### src/rtl/fetch_stage_pkg.sv
// fetch_stage_pkg: shared fetch constants, state type and address helper
package fetch_stage_pkg;
    localparam logic [31:0] BIOS_BASE = 32'h4000_0000;
    localparam logic [31:0] NOP_ADDI = 32'h0000_0013;
    localparam int FETCH_CNT_W = 32;
    typedef enum logic {S_BOOT, S_RUN} fetchState_t;
    function automatic logic [31:0] alignWord(input logic [31:0] a);
        return {a[31:2], 2'b00};
    endfunction
endpackage

### src/rtl/fetch_stage_if.sv
// fetch_stage_if: control, IMEM and decode-side signals of the fetch stage
interface fetch_stage_if import fetch_stage_pkg::*; #(parameter int CNT_W = FETCH_CNT_W);
    logic stall;
    logic redirect_valid;
    logic [31:0] redirect_pc;
    logic [31:0] imem_addr;
    logic [31:0] imem_dout;
    logic [31:0] inst_out;
    logic [31:0] pc_out;
    logic inst_valid;
    logic misalign_err;
    logic [CNT_W-1:0] fetch_cnt;
    modport master(
        input stall, redirect_valid, redirect_pc, imem_dout,
        output imem_addr, inst_out, pc_out, inst_valid, misalign_err, fetch_cnt
    );
    modport slave(
        output stall, redirect_valid, redirect_pc, imem_dout,
        input imem_addr, inst_out, pc_out, inst_valid, misalign_err, fetch_cnt
    );
endinterface

### src/rtl/fetch_stage_perf_ctr.sv
// fetch_stage_perf_ctr: wrapping event counter for the perf CSR
module fetch_stage_perf_ctr #(parameter int W = 32) (
    input logic clk,
    input logic rst,
    input logic en,
    output logic [W-1:0] count
);
    always_ff @(posedge clk)
        count <= rst ? '0 : count + W'(en);
endmodule

### src/rtl/fetch_stage.sv
// fetch_stage: PC register, sync IMEM address, decode-side instruction/pc/valid and fetch counter
module fetch_stage import fetch_stage_pkg::*; #(
    parameter logic [31:0] RESET_PC = BIOS_BASE,
    parameter logic [31:0] NOP_INSTR = NOP_ADDI,
    parameter int CNT_W = FETCH_CNT_W
) (
    input logic clk,
    input logic rst,
    fetch_stage_if.master bus
);
    fetchState_t state;
    logic [31:0] pcQ;
    logic [31:0] nextPc;
    logic misalignQ;
    logic valid;
    always_comb begin
        nextPc = rst ? RESET_PC
               : bus.redirect_valid ? alignWord(bus.redirect_pc)
               : (state == S_BOOT || bus.stall) ? pcQ
               : pcQ + 32'd4;
        valid = !rst && state == S_RUN && !bus.redirect_valid;
    end
    always_ff @(posedge clk) begin
        state <= rst ? S_BOOT : S_RUN;
        pcQ <= nextPc;
        misalignQ <= !rst && bus.redirect_valid && |bus.redirect_pc[1:0];
    end
    assign bus.imem_addr = nextPc;
    assign bus.pc_out = rst ? RESET_PC : pcQ;
    assign bus.inst_valid = valid;
    assign bus.inst_out = valid ? bus.imem_dout : NOP_INSTR;
    assign bus.misalign_err = misalignQ;
    fetch_stage_perf_ctr #(.W(CNT_W)) perf (
        .clk(clk),
        .rst(rst),
        .en(valid && !bus.stall),
        .count(bus.fetch_cnt)
    );
endmodule

### src/flat_wrapper.sv
// flat-port wrapper written by rule: the top's interface ports become plain ports
module fetch_stage_flat import fetch_stage_pkg::*;
#(
    parameter logic [31:0] RESET_PC = BIOS_BASE,
    parameter logic [31:0] NOP_INSTR = NOP_ADDI,
    parameter int CNT_W = FETCH_CNT_W
)
  (clk, rst, bus_stall, bus_redirect_valid, bus_redirect_pc, bus_imem_dout, bus_imem_addr, bus_inst_out, bus_pc_out, bus_inst_valid, bus_misalign_err, bus_fetch_cnt);
  fetch_stage_if #(.CNT_W(CNT_W)) bus_i ();
  input logic clk;
  input logic rst;
  input wire logic [$bits(bus_i.stall)-1:0] bus_stall;
  input wire logic [$bits(bus_i.redirect_valid)-1:0] bus_redirect_valid;
  input wire logic [$bits(bus_i.redirect_pc)-1:0] bus_redirect_pc;
  input wire logic [$bits(bus_i.imem_dout)-1:0] bus_imem_dout;
  output wire logic [$bits(bus_i.imem_addr)-1:0] bus_imem_addr;
  output wire logic [$bits(bus_i.inst_out)-1:0] bus_inst_out;
  output wire logic [$bits(bus_i.pc_out)-1:0] bus_pc_out;
  output wire logic [$bits(bus_i.inst_valid)-1:0] bus_inst_valid;
  output wire logic [$bits(bus_i.misalign_err)-1:0] bus_misalign_err;
  output wire logic [$bits(bus_i.fetch_cnt)-1:0] bus_fetch_cnt;
  assign bus_i.stall = bus_stall;
  assign bus_i.redirect_valid = bus_redirect_valid;
  assign bus_i.redirect_pc = bus_redirect_pc;
  assign bus_i.imem_dout = bus_imem_dout;
  assign bus_imem_addr = bus_i.imem_addr;
  assign bus_inst_out = bus_i.inst_out;
  assign bus_pc_out = bus_i.pc_out;
  assign bus_inst_valid = bus_i.inst_valid;
  assign bus_misalign_err = bus_i.misalign_err;
  assign bus_fetch_cnt = bus_i.fetch_cnt;
  fetch_stage #(.RESET_PC(RESET_PC), .NOP_INSTR(NOP_INSTR), .CNT_W(CNT_W)) u_core (.clk(clk), .rst(rst), .bus(bus_i));
endmodule
### config.mk
export PLATFORM = sky130hd
export DESIGN_NAME = fetch_stage_flat
export DESIGN_NICKNAME = d
export VERILOG_FILES = /design/src/rtl/fetch_stage_pkg.sv /design/src/rtl/fetch_stage_if.sv /design/src/rtl/fetch_stage_perf_ctr.sv /design/src/rtl/fetch_stage.sv /design/src/flat_wrapper.sv
export SDC_FILE = /design/constraint.sdc
export NUM_CORES = 1
export LEC_CHECK = 0
export ABC_AREA = 1
export ABC_CLOCK_PERIOD_IN_PS = 5300
export CAP_MARGIN = 40
export CORE_MARGIN = 5
export CORE_UTILIZATION = 25
export DETAILED_ROUTE_END_ITERATION = 8
export SETUP_SLACK_MARGIN = 0.2
export SKIP_CTS_REPAIR_TIMING = 1
export SLEW_MARGIN = 20
export SYNTH_ARGS = -nofsm -noshare
export SYNTH_HDL_FRONTEND = slang
export SYNTH_HIERARCHICAL = 1
export SYNTH_SLANG_ARGS = --single-unit
### constraint.sdc
create_clock -name clk -period 5.3 [get_ports clk]
set_input_delay 1.59 -clock clk [delete_from_list [all_inputs] [get_ports clk]]
set_output_delay 1.59 -clock clk [all_outputs]
set_load 0.1 [all_outputs]
==> qor.tcl <==
set qor(detail_route.wl_per_cell_um) 14.3
set qor(vdd_drop_max_v) 0.000142
set qor(switchingPower_w) 0.000619
set qor(routed-via-count) 5027
set qor(max_freq_ghz) 0.202
set qor(timing.reg2reg.worst_path_depth) 14
set qor(drt.antenna.violating_nets) 0
set qor(totalWireLength_mm) 16.4
set qor(switching_share) 0.351
set qor(synth_top_family_by_area) {simple AND/OR/NAND/NOR gates}
set qor(cts_tree) {done}
set qor(synth_fp_nets) 758
set qor(die-height_um) 139
set qor(setup.worst_path.class) {in -> out}
set qor(first_global_vias) 4985
set qor(yosysUniqueCellTypes) 34
set qor(synthAdderAreaFrac) 0.0120
set qor(endpoint_of_the_most_critical_register_to_register_path) {u_core/perf/count[22]$_SDFF_PP0_}
set qor(synthXorXnorAreaFrac) 0.0126
set qor(synth.ff_latch_count) 66
set qor(portBuffers) 197
set qor(grt_antenna_before_repair) 1
set qor(worst_hold_startpoint) {u_core/pcQ[1]$_DFF_P_}
set qor(critPathArrivalTime_ns) 3.37
set qor(worst_skew_pair.late_latency_ns) 0.34
set qor(cellLeakagePower_nw) 3.50
set qor(globalRoute.totalOverflow) 0
set qor(detailedRoute.firstPassIterationCount) 4
set qor(tightest_slew_ns) 0.743
set qor(area.growth.synth_to_final_pct) 96.6
set qor(finalNetCount) 994
set qor(endpoint_kind) {output port}
set qor(grt_first_pass_wirelength_mm) 26.6
set qor(design.die.area_sq_um) 19400
set qor(yosys.area_share.simple) 0.460
set qor(holdPathEnd) {u_core/pcQ[1]$_DFF_P_}
set qor(ys_seq_area_frac) 0.316
set qor(cts.clk_slew.worst_paths_ns) 0.05
set qor(std_cell_rows) 47
set qor(placed_cells) 1131
set qor(grt_usage) 0.171
set qor(timing_max_transition_violations_final) 0
set qor(route.detailed.drc) 0
set qor(fp.dieW_um) 139
set qor(finalHoldViolCount) 0
set qor(detailed_place_hpwl_mm) 13.5
set qor(cts.path.max_buffers) 2
set qor(core-area_sq_um) 16500
set qor(power.clock.fraction) 0.385
set qor(fin_crit_sh) 0.935
set qor(critical_path.startpoint) {bus_stall}
set qor(synth_compound_area_frac) 0.0846
set qor(floorplan.initialDensity) 0.253
set qor(internal_power_w) 0.00114
set qor(cts.root.buffer_cell) {clkbuf_16}
set qor(yosysWarningCount) 6
set qor(grt_setup_unrepaired) {yes}
set qor(design.portCount) 198
set qor(reg2reg_slack_ns) 2.88
set qor(gp_congestion) 0.897
set qor(required_ns) 3.71
set qor(cell_count_after_synthesis) 686
set qor(yosys-mux-area-fraction) 0
set qor(final.setup.worst_slack_ns) 0.342
set qor(seqPwrFrac) 0.303
set qor(final-instance-count-excl-fill) 1147
set qor(timing.critical_path.from_type) {primary input}
set qor(clkSinkCount) 66
set qor(drive_above_1_share) 0.256
set qor(vias_per_std_cell) 4.38
set qor(tritoncts.num_buffers) 9
set qor(total_power_w) 0.00176
set qor(worstHoldPathCells) 2
set qor(worst_setup_slack_before_clock_tree_synthesis_ns) 0.334
set qor(timing.clock.skew_ns) 0.00783
set qor(finalCoreUtilization) 0.498
set qor(max_fanout_on_critical_path) 8
set qor(syn_avg_cell_area_sq_um) 6.10
set qor(normalized_max_slew_margin) 0.504
set qor(powerDensity_nw_per_um2) 214
set qor(insertedDiodeCount) 0
set qor(ctsHtreeMaxLevel) 3
set qor(mappedNetlistArea_sq_um) 4190
set qor(period_minus_slack_ns) 4.96
set qor(run_status) {finished clean}
set qor(grt_max_degree) 24
set qor(hold_path.class) {reg -> reg}
set qor(p_comb_frac) 0.312
set qor(detail_route.iter0.violations) 258
set qor(maxCapViolations) 0
set qor(startpoint_of_the_worst_slack_reg_to_reg_timing_path) {u_core/state$_DFF_P_}
set qor(setup_total_negative_slack_ns) 0
set qor(total_of_endpoints_with_negative_setup_slack_in_the_final_report) 0
-- worst max-delay path by stage --
stage,slack [ns],end,cells after the start
2_1_floorplan,-0.19,bus_imem_addr[0],2
3_3_place_gp,0.28,bus_imem_addr[2],7
3_5_place_dp,0.33,bus_imem_addr[21],9
4_1_cts,0.31,bus_imem_addr[2],7
5_1_grt,0.20,bus_imem_addr[29],11
6_report,0.34,bus_imem_addr[21],9
-- critical path: stages --
cell and delay (ns):
clkdlybuf4s50_1 0.43, inv_1 0.08, nand2_2 0.13, inv_1 0.20
nand3_1 0.13, nor2_1 0.21, nand2_1 0.09, a31oi_2 0.28
buf_12 0.22
-- synthesized netlist by cell type --
master	number	area, sq um
clkbuf_1	5	18.8
nand4_1	5	31.3
nand2_1	168	631
buf_4	1	7.51
nand3_1	46	230
buf_6	1	11.3
nor3b_1	3	22.5
inv_1	106	398
nand2_4	3	33.8
o21a_1	2	15.0
o21ai_1	9	45.0
a32o_1	2	20.0
nor2_1	146	548
a21oi_1	25	125
nor2_2	13	81.3
nand3_2	4	40.0
nand3b_1	2	15.0
o21ai_0	23	115
ha_1	4	50.1
nand3_4	1	17.5
buf_2	8	40.0
xnor2_1	1	8.76
or2_2	4	25.0
nor2_4	8	90.1
dfxtp_1	66	1320
a31oi_1	3	18.8
nor2_8	4	80.1
xor2_1	5	43.8
o211ai_1	2	15.0
inv_2	1	3.75
and2_1	3	18.8
clkinv_1	1	3.75
nor3_1	7	35.0
nand2_2	4	25.0
-- sequential cells by signal, indices dropped and copies added (netlist names) --
| name | count |
|---|---|
| u_core/pcQ | 32 |
| u_core/bus.misalign_err | 1 |
| u_core/perf/count | 32 |
| u_core/state | 1 |
-- layout by cell type, fill, tap and decap left out, drive strengths merged --
master	netlist	routed
nor3b	3	3
ha	4	4
xnor2	1	1
clkdlybuf4s50	0	99
a32o	2	2
and2	3	3
o21a	2	2
a31oi	3	3
inv	107	107
clkinv	1	2
nor2	171	171
nand2	175	175
nand3b	2	2
dfxtp	66	66
clkinvlp	0	1
xor2	5	5
nand4	5	5
a21oi	25	25
nor3	7	7
nand3	51	51
or2	4	4
buf	10	141
clkbuf	5	12
o211ai	2	2
bufinv	0	2
o21ai	32	32
-- metrics by stage --
| step | cell area (sq um) | hold slack [ns] |
|---|---|---|
| after floorplan | 4440 | 0.927 |
| after global placement | 7290 | 0.475 |
| after detailed placement | 7890 | 0.480 |
| after CTS | 8230 | 0.488 |
| after global routing | 8230 | 0.519 |
| final | 8230 | 0.483 |
-- power by group through the flow --
stage / clock, W / sequential (W) / combinational [W]
floorplan: 0 / 0.000543 / 0.000341
finish: 0.000679 / 0.000534 / 0.000551
global route: 0.000716 / 0.000536 / 0.000576
global placement: 0 / 0.000544 / 0.000550
CTS: 0.000698 / 0.000533 / 0.000556
detailed placement: 0 / 0.000544 / 0.000554
-- final cells by class --
cell class                 instances  area [sq um]
multi-input combinational        497          2640
timing repair buffer             240          3250
tap                              220           275
clock buffer                      12           267
clock inverter                     4          72.6
fill                            1546          8300
inverter                         108           405
sequential                        66          1320
-- kinds of logic (layout without fill, tap and decap cells) --
kind of cell | Yosys count | in the layout
compound gates | 66 | 66
xor+xnor | 6 | 6
fa+ha+maj | 4 | 4
buf+inv | 123 | 364
flops | 66 | 66
simple gates | 421 | 421
-- routing by layer --
| metal | global-route usage | up-vias | routed length [um] |
|---|---|---|---|
| met5 | 0 | - | 8 |
| met4 | 0.0438 | 2 | 259 |
| met3 | 0.0717 | 19 | 1520 |
| met2 | 0.304 | 181 | 8360 |
| met1 | 0.187 | 2230 | 6300 |
| li1 | - | 2595 | - |
Note: power is estimated with default switching activity, not from simulation.
